<file path="config.mk">
export PLATFORM = sky130hd
export DESIGN_NAME = dense_layer_compute_mc
export DESIGN_NICKNAME = d
export VERILOG_FILES = /design/src/rtl/dense_pkg.sv /design/src/rtl/dense_layer_compute_mc_lane_acc.sv /design/src/rtl/dense_layer_compute_mc.sv
export SDC_FILE = /design/constraint.sdc
export NUM_CORES = 1
export LEC_CHECK = 0
export ABC_AREA = 1
export CORE_MARGIN = 4
export CORE_UTILIZATION = 53
export DETAILED_ROUTE_END_ITERATION = 8
export HOLD_SLACK_MARGIN = 0.05
export PLACE_DENSITY = 0.81
export SLEW_MARGIN = 20
export SYNTH_ARGS = -nofsm -noshare
export SYNTH_HDL_FRONTEND = slang
export SYNTH_SLANG_ARGS = --single-unit
</file>
<file path="constraint.sdc">
create_clock -name clk -period 7.28 [get_ports clk]
set_input_delay 1.092 -clock clk [delete_from_list [all_inputs] [get_ports clk]]
set_output_delay 1.092 -clock clk [all_outputs]
set_load 0.01 [all_outputs]
</file>
<file path="src/rtl/dense_pkg.sv">
// Shared types, FSM state encoding and index-width helper for the multi-lane dense layer engine.
package dense_pkg;

  typedef logic signed [7:0]  int8_t;
  typedef logic signed [31:0] int32_t;

  typedef enum logic [2:0] {
    IDLE,
    LOAD_BIAS,
    STREAM,
    FLUSH,
    DRAIN,
    FINISH
  } dense_state_t;

  localparam int unsigned BYTE_W = 8;
  localparam int unsigned ACC_W  = 32;

  // Index width for n entries, never below one bit so degenerate sizes still elaborate.
  function automatic int unsigned idx_bits(input int unsigned n);
    return (n < 2) ? 1 : $clog2(n);
  endfunction

endpackage

</file>
<file path="src/rtl/dense_layer_compute_mc_lane_acc.sv">
// One output-channel accumulator: bias preload, then signed 8x8 MAC wrapping at 32 bits.
module dense_lane_acc
  import dense_pkg::*;
(
  input  logic   clk,
  input  logic   reset_n,
  input  logic   load_bias,
  input  int32_t bias_in,
  input  logic   acc_en,
  input  int8_t  in_a,
  input  int8_t  in_w,
  output int32_t acc_out
);

  logic signed [2*BYTE_W-1:0] prod;

  assign prod = in_a * in_w;

  always_ff @(posedge clk) begin
    if (!reset_n) begin
      acc_out <= '0;
    end else if (load_bias) begin
      acc_out <= bias_in;
    end else if (acc_en) begin
      acc_out <= acc_out + {{(ACC_W-2*BYTE_W){prod[2*BYTE_W-1]}}, prod};
    end
  end

endmodule

</file>
<file path="src/rtl/dense_layer_compute_mc.sv">
// Multi-lane dense layer engine: NUM_LANES channels per pass, broadcast input byte, wide weight word,
// optional ReLU and a valid/ready result stream.
module dense_layer_compute_mc
  import dense_pkg::*;
#(
  parameter int unsigned MAX_IN    = 256,
  parameter int unsigned MAX_OUT   = 64,
  parameter int unsigned NUM_LANES = 4
) (
  input  logic                                          clk,
  input  logic                                          reset_n,
  input  logic                                          start,
  input  logic [$clog2(MAX_IN+1)-1:0]                   input_size,
  input  logic [$clog2(MAX_OUT+1)-1:0]                  output_size,
  input  logic                                          relu_en,
  output logic [idx_bits(MAX_IN)-1:0]                   tensor_ram_addr,
  output logic                                          tensor_ram_re,
  input  logic [7:0]                                    tensor_ram_dout,
  output logic [idx_bits(MAX_IN*MAX_OUT/NUM_LANES)-1:0] weight_rom_addr,
  output logic                                          weight_rom_re,
  input  logic [NUM_LANES*8-1:0]                        weight_rom_dout,
  output logic [idx_bits(MAX_OUT/NUM_LANES)-1:0]        bias_rom_addr,
  output logic                                          bias_rom_re,
  input  logic [NUM_LANES*32-1:0]                       bias_rom_dout,
  output logic                                          out_valid,
  input  logic                                          out_ready,
  output logic [31:0]                                   out_data,
  output logic [idx_bits(MAX_OUT)-1:0]                  out_channel,
  output logic                                          busy,
  output logic                                          done
);

  localparam int unsigned IN_W    = $clog2(MAX_IN+1);
  localparam int unsigned OUT_W   = $clog2(MAX_OUT+1);
  localparam int unsigned ADDR_W  = idx_bits(MAX_IN);
  localparam int unsigned CH_W    = idx_bits(MAX_OUT);
  localparam int unsigned GRP_W   = idx_bits(MAX_OUT/NUM_LANES);
  localparam int unsigned WADDR_W = idx_bits(MAX_IN*MAX_OUT/NUM_LANES);
  localparam int unsigned LN_W    = idx_bits(NUM_LANES);

  dense_state_t     state, state_nx;
  logic [IN_W-1:0]  in_len, i_cnt, in_clamp;
  logic [OUT_W-1:0] out_len, out_clamp;
  logic             relu_q;
  logic [GRP_W-1:0] group;
  logic [LN_W-1:0]  lane;
  logic             rd_valid;
  logic             load_bias;
  logic [CH_W-1:0]  channel;
  logic             last_ch, last_lane;
  logic [WADDR_W-1:0] w_addr;
  int32_t           acc [NUM_LANES];
  int32_t           acc_sel;

  assign in_clamp  = (input_size > IN_W'(MAX_IN)) ? IN_W'(MAX_IN) : input_size;
  assign out_clamp = (output_size > OUT_W'(MAX_OUT)) ? OUT_W'(MAX_OUT) : output_size;

  assign channel   = CH_W'(group) * CH_W'(NUM_LANES) + CH_W'(lane);
  assign last_ch   = (OUT_W'(channel) == out_len - OUT_W'(1));
  assign last_lane = (lane == LN_W'(NUM_LANES-1)) || last_ch;
  assign w_addr    = WADDR_W'(group) * WADDR_W'(in_len) + WADDR_W'(i_cnt);
  assign acc_sel   = acc[lane];

  // Bias word arrives in the first STREAM cycle; products trail their reads by one cycle.
  assign load_bias = (state == STREAM) && (i_cnt == '0);

  for (genvar l = 0; l < NUM_LANES; l++) begin : g_lane
    dense_lane_acc u_lane (
      .clk       (clk),
      .reset_n   (reset_n),
      .load_bias (load_bias),
      .bias_in   (bias_rom_dout[32*l +: 32]),
      .acc_en    (rd_valid),
      .in_a      (tensor_ram_dout),
      .in_w      (weight_rom_dout[8*l +: 8]),
      .acc_out   (acc[l])
    );
  end

  always_ff @(posedge clk) begin
    if (!reset_n) begin
      state    <= IDLE;
      in_len   <= '0;
      out_len  <= '0;
      relu_q   <= 1'b0;
      group    <= '0;
      i_cnt    <= '0;
      lane     <= '0;
      rd_valid <= 1'b0;
    end else begin
      state    <= state_nx;
      rd_valid <= (state == STREAM);
      case (state)
        IDLE: begin
          if (start) begin
            in_len  <= in_clamp;
            out_len <= out_clamp;
            relu_q  <= relu_en;
            group   <= '0;
            i_cnt   <= '0;
            lane    <= '0;
          end
        end
        LOAD_BIAS: i_cnt <= '0;
        STREAM:    i_cnt <= i_cnt + IN_W'(1);
        FLUSH:     lane  <= '0;
        DRAIN: begin
          if (out_ready) begin
            if (last_lane) begin
              lane <= '0;
              if (!last_ch) group <= group + GRP_W'(1);
            end else begin
              lane <= lane + LN_W'(1);
            end
          end
        end
        default: ;
      endcase
    end
  end

  always_comb begin
    state_nx        = state;
    tensor_ram_addr = '0;
    tensor_ram_re   = 1'b0;
    weight_rom_addr = '0;
    weight_rom_re   = 1'b0;
    bias_rom_addr   = '0;
    bias_rom_re     = 1'b0;
    out_valid       = 1'b0;
    out_data        = '0;
    out_channel     = '0;
    busy            = (state != IDLE);
    done            = 1'b0;
    case (state)
      IDLE: begin
        if (start) state_nx = (in_clamp == '0 || out_clamp == '0) ? FINISH : LOAD_BIAS;
      end
      LOAD_BIAS: begin
        bias_rom_re   = 1'b1;
        bias_rom_addr = group;
        state_nx      = STREAM;
      end
      STREAM: begin
        tensor_ram_re   = 1'b1;
        weight_rom_re   = 1'b1;
        tensor_ram_addr = ADDR_W'(i_cnt);
        weight_rom_addr = w_addr;
        if (i_cnt == in_len - IN_W'(1)) state_nx = FLUSH;
      end
      FLUSH: state_nx = DRAIN;
      DRAIN: begin
        out_valid   = 1'b1;
        out_channel = channel;
        out_data    = (relu_q && acc_sel[31]) ? '0 : acc_sel;
        if (out_ready && last_lane) state_nx = last_ch ? FINISH : LOAD_BIAS;
      end
      FINISH: begin
        done     = 1'b1;
        state_nx = IDLE;
      end
      default: state_nx = IDLE;
    endcase
  end

endmodule
</file>
# --- After elaboration in Yosys (flattened, before gate mapping) ---
# Index checks and enable logic that the tools add are counted.
# Widths: inputs -> output; s select.
word_totals:
  regBits: 164
  output_inout_bits: 68
  word_cells: 105
classes:
  addsub: 11
  mul: 5
  n_lt_le_gt_ge: 3
  n_eq_ne: 14
  n_mux: 40
  bitwise_logic: 1
  reduce_logical: 19
op_table:
  columns: ["cell", "count"]
  rows:
  - ["$mux 32", 12]
  - ["$add 32x32->32", 4]
  - ["$bmux 32 s2", 1]
  - ["$mul 8x8->16", 4]
  - ["$pmux 9 s3", 1]
  - ["$mux 4", 5]
  - ["$logic_not 9->1", 2]
  - ["$mux 9", 2]
  - ["$mux 3", 5]
  - ["$pmux 3 s5", 1]
  - ["$add 12x9->12", 1]
  - ["$mul 4x9->12", 1]
  - ["$mux 12", 1]
  - ["$ne 2x2->1 const B", 5]
  - ["$add 9x1->9 const B", 1]
  - ["$eq 9x9->1", 1]
  - ["$gt 9x9->1 const B", 1]
  - ["$reduce_bool 3->1", 3]
  - ["$sub 9x1->9 const B", 1]
  - ["$mux 8", 1]
  - ["$pmux 4 s2", 1]
  - ["$eq 6x7->1", 1]
  - ["$gt 7x7->1 const B", 1]
  - ["$logic_not 7->1", 1]
  - ["other kinds (23)", 36]

# --- Logic depth before layout (Yosys ltp) ---
logic_depth:
  ltp_word: 7
  mapped_depth: 36

# --- Cells and area by module ---
# A second synthesis with hierarchy kept.
unflattened:
  cells_unflattened: 4650
  area_unflattened_um2: 29375.7
by_module_without_submodules:
  columns: ["module", "n_inst", "cells_per_inst", "area_per_inst_um2", "seq_area_each_um2"]
  rows:
  - ["dense_lane_acc (g_lane[0].u_lane)", 1, 972, 6172.2, 640.6]
  - ["dense_lane_acc (g_lane[1].u_lane)", 1, 967, 6153.4, 640.6]
  - ["dense_lane_acc (g_lane[3].u_lane)", 1, 926, 6063.3, 640.6]
  - ["dense_lane_acc (g_lane[2].u_lane)", 1, 931, 6058.3, 640.6]
  - ["dense_layer_compute_mc", 1, 854, 4928.5, 720.7]

# --- Least setup slack after synthesis ---
# OpenSTA, ideal clock, no wires.
synth_timing:
  path_kind: "in2reg"
  startpoint: "input tensor_ram_dout[7]"
  endpoint: "register g_lane[2].u_lane.acc_out[29]"
  setup_time_ps: 132
  arrival_time_ps: 6367
  required_time_ps: 7148
  path_slack_ps: 781
  stages: 28
  path_buffers: 1
  path_cell_list: "clkbuf_1 > nand2_1 > fa_1 > inv_1 > fa_1 > inv_1 > fa_1 > inv_1 > fa_1 > ha_1 > nand2_1 > nor2_1 > nand3_1 > nand3_1 > inv_1 > nand3_1 > nand2_1 > ha_1 > a21o_1 > o21bai_1 > a21oi_1 > inv_1 > a21oi_1 > nand2_1 > nand2_1 > nand3_1 > nand3_1 > a21oi_1"
synth_between:
  elab_chain_cells: 4
synth_lines:
  columns: ["element", "line_no", "source"]
  rows:
  - ["from (decl)", "dense_layer_compute_mc.sv:18", "input logic [7:0] tensor_ram_dout,"]
  - ["$mul 8x8->16", "dense_layer_compute_mc_lane_acc.sv:17", "assign prod = in_a * in_w;"]
  - ["$add 32x32->32", "dense_layer_compute_mc_lane_acc.sv:25", "acc_out <= acc_out + {{(ACC_W-2*BYTE_W){prod[2*BYTE_W-1]}}, prod};"]
  - ["$mux 32", "dense_layer_compute_mc_lane_acc.sv:24", "end else if (acc_en) begin"]
  - ["$mux 32", "dense_layer_compute_mc_lane_acc.sv:22", "end else if (load_bias) begin"]
  - ["to (signal assigned)", "dense_layer_compute_mc_lane_acc.sv:23", "acc_out <= bias_in;"]
  - ["to (signal assigned)", "dense_layer_compute_mc_lane_acc.sv:25", null]
  - ["to (decl)", "dense_layer_compute_mc_lane_acc.sv:12", "output int32_t acc_out"]
# Every way passes these cells. The select of a mux whose other input is x is not followed.
# A chain may end at the register's enable or synchronous reset.

# --- Final worst setup path ---
layout_timing:
  startpoint: "input tensor_ram_dout[7]"
  endpoint: "register g_lane[0].u_lane.acc_out[19]"
layout_between:
  elab_chain_cells: 4
layout_lines:
  columns: ["element", "line_no"]
  rows:
  - ["$mul 8x8->16", "dense_layer_compute_mc_lane_acc.sv:17"]
  - ["$add 32x32->32", "dense_layer_compute_mc_lane_acc.sv:25"]
  - ["$mux 32", "dense_layer_compute_mc_lane_acc.sv:24"]
  - ["$mux 32", "dense_layer_compute_mc_lane_acc.sv:22"]
  - ["to (signal assigned)", "dense_layer_compute_mc_lane_acc.sv:23"]
  - ["to (signal assigned)", "dense_layer_compute_mc_lane_acc.sv:25"]
  - ["to (decl)", "dense_layer_compute_mc_lane_acc.sv:12"]
# Every way passes these cells. The select of a mux whose other input is x is not followed.

==> results.md <==
- Outcome: finished, final reports clean
- CTS tree: done
- Core area: between 0.05 and 0.06 mm²
- Top cells by area, synth: fa_1 17%, nand2_1 15%, inv_1 12%, ha_1 12%, dfxtp_1 11%
- # IOs: roughly 260
- # port buffers: 256
- Fillers: between 5k and 6k
- Dpl cells: between 5k and 6k
- YS warnings: 0
- Post-synth top area share: 0.171
- Syn Inst Count: around 4.5k
- CP startpoint kind: input pin
- Hold_buf cts: 0
- Sequential-to-total area share from yosys stat: 0.114
- First-pass DRT Iterations: 6
- Area of the multi-input gates: 0.0213 mm²
- Area Overhead vs Synth: 17.5%
- Area occupied by registers: around 0.0033 mm²
- Die Width: roughly 240 µm
- Total global routing overflow: 0
- Max VDD drop: around 0.00036 V
- Crit-path slowest cell: fa_1
- Hold_ws: roughly 0.49 ns
- Number of synthesized register bits: 164
- Crit path arrival time: approximately 7.3 ns
- First-pass GRT wire length: approximately 150,000 µm
- Critical path class: in -> reg
- Setup TNS: 0 ns
- Layout cell share with drive strength beyond 1: 0.0624
- EDFF count, synth: 0
- Die footprint: 0.0580 mm²
- DR WL/cell: approximately 17 µm
- FMAX: approximately 140 MHz
- Largest net degree at the start of global routing: 73
- Iter 0 DRT Violations: approximately 2.8k
- CP required: around 7.6 ns
- Crit end category: register
- Slew Limit Fails: 0
- Antenna violations before repair: 3
- Pre-CTS WS: -0.172 ns
- Cell Pwr Density: between 500 and 600 mW/mm²
- DP HPWL: a little under 80,000 µm
- P_leak: 18.1 nW
- Num CTS Buffers: 17
- Final Non-Filler Cells: about 5.5k
- Cell taking the most area after synthesis: fa_1
- Setup Viol. Count Final: 0
- CP max stage delay: approximately 0.54 ns
- Final RePlAce weighted congestion: 1.02
- DRC Markers: 0
- Final net count: ~5.5k
- Final hold vios: 0
- Via density: about 5.5
- Num rows: 85
- Most frequent cell after synthesis: nand2_1
- Total GRT Usage: 0.330
- H-tree depth: 4
- Final core utilization: 0.628
- Mean Syn Cell Area: roughly 6.4 µm²
- Netlist cell types: between 50 and 60
- CTS Sinks: approximately 160
- CTS Buffer Depth: 2
- Ys flop type: dfxtp_1
- Synth top cells by count: 1,129 x nand2_1, 931 x inv_1, 368 x a21oi_1
- DIE HEIGHT: ~240 µm
- Worst-path clk slew: approximately 0.060 ns
- Wirelength, routed: ~96,000 µm
- Tcrit/Tclk final: 0.959
- Root Driver: clkbuf_16
- Antenna-violating nets left: 0
- Worst hold path type: reg -> reg
- Max-cap violations: 0
- Relative max-transition margin: 0.325
- CP max FO: 16
- Setup WS post-layout: 0.296 ns
- Number of global-route vias before repair: between 20k and 30k
- Asr flop ratio synth: 0
- Final min period: about 7 ns
- Initial Util: 0.534
- Worst-Margin Slew: a little over 1 ns
- Syn Std Cell Area: around 0.029 mm²
- CP dominant cell by count: nand2_1
- Syn Nets: roughly 5.2k
- Via Count: 30.6k
- Clk_lat worst skew: ~0.47 ns
- Clock skew: just under 0.02 ns
## critical path, delay by kind of cell
kind,cells,cell delay (ns)
compound gates,8,1.40
xor+xnor,2,0.42
fa+ha+maj,6,2.58
buf+inv,7,1.18
simple gates,6,0.61
## cell type report
type	instances	share of cell area
inverters	946	0.105
clock buffers	18	0.0130
clock inverters	14	0.00407
multi-input cells	3225	0.630
flip-flops and latches	164	0.0972
well taps	696	0.0258
repair buffers	457	0.124
diodes	3	0.000222
## registers in the layout, summed over array words and instances (netlist names)
signal	count
lane	2
in_len	9
state	3
relu_q	1
group	4
i_cnt	9
out_len	7
g_lane.u_lane.acc_out	128
rd_valid	1
## logic make-up after synthesis
group / share of synthesized area
AO/OA/AOI/OAI: 0.159
AND/OR/NAND/NOR: 0.258
XOR/XNOR: 0.0347
buffers and inverters: 0.148
adder cells (fa/ha/maj): 0.286
flip-flops: 0.114
## through the flow
| stage | area [µm²] | total power, mW |
|---|---|---|
| after floorplan | 28800 | 11.8 |
| after global placement | 33100 | 16.7 |
| after detailed placement | 33100 | 16.9 |
| after CTS | 33700 | 17.9 |
| after global routing | 33800 | 20.2 |
| final | 33800 | 18.3 |
## where the power goes
group	leakage, nW	switching [mW]	internal, mW
Sequential	1.33	0.391	1.21
Clock	0.273	0.454	0.489
Combinational	16.4	9.71	6.05
## timing repair
item / in CTS / in global routing
buffers inserted: 0 / 2
resized for setup: 0 / 16
endpoints found under the setup margin: 0 / 21
## cell usage in the layout, fill, tap and decap left out, types with 7 or more instances in the layout
master / n
nor3_1: 33
o21bai_1: 31
inv_2: 11
buf_12: 10
nand4_1: 50
nand3_1: 242
nand2_1: 1127
a21boi_0: 14
o21ai_1: 16
inv_1: 929
o21ai_0: 210
a21oi_1: 364
a221oi_1: 32
o211ai_1: 23
xnor2_1: 33
dfxtp_1: 163
o22ai_1: 7
or2_2: 10
clkbuf_16: 17
nor2_1: 292
a31oi_1: 36
o221ai_1: 14
buf_4: 191
a21o_1: 18
clkdlybuf4s50_1: 255
ha_1: 265
xor2_1: 81
fa_1: 245
## final timing paths
kind | start | slack, ns | cells after the start | to
worst max-delay path | tensor_ram_dout[7] | 0.30 | 29 | g_lane[0].u_lane.acc_out[19]
worst min-delay path | g_lane[0].u_lane.acc_out[19] | 0.49 | 2 | g_lane[0].u_lane.acc_out[19]
worst max register to register | state[2] | 3.46 | 10 | g_lane[3].u_lane.acc_out[17]
worst min register to register | g_lane[0].u_lane.acc_out[19] | 0.49 | 2 | g_lane[0].u_lane.acc_out[19]
## per-layer routing
| metal | global-route usage | share of wire | vias up |
|---|---|---|---|
| li1 | - | - | 14800 |
| met1 | 0.430 | 0.40 | 14300 |
| met2 | 0.546 | 0.46 | 1267 |
| met3 | 0.0615 | 0.093 | 210 |
| met4 | 0.128 | 0.044 | 0 |
| met5 | 0 | 0 | - |
No activity file was read; power rests on OpenSTA's default activity.
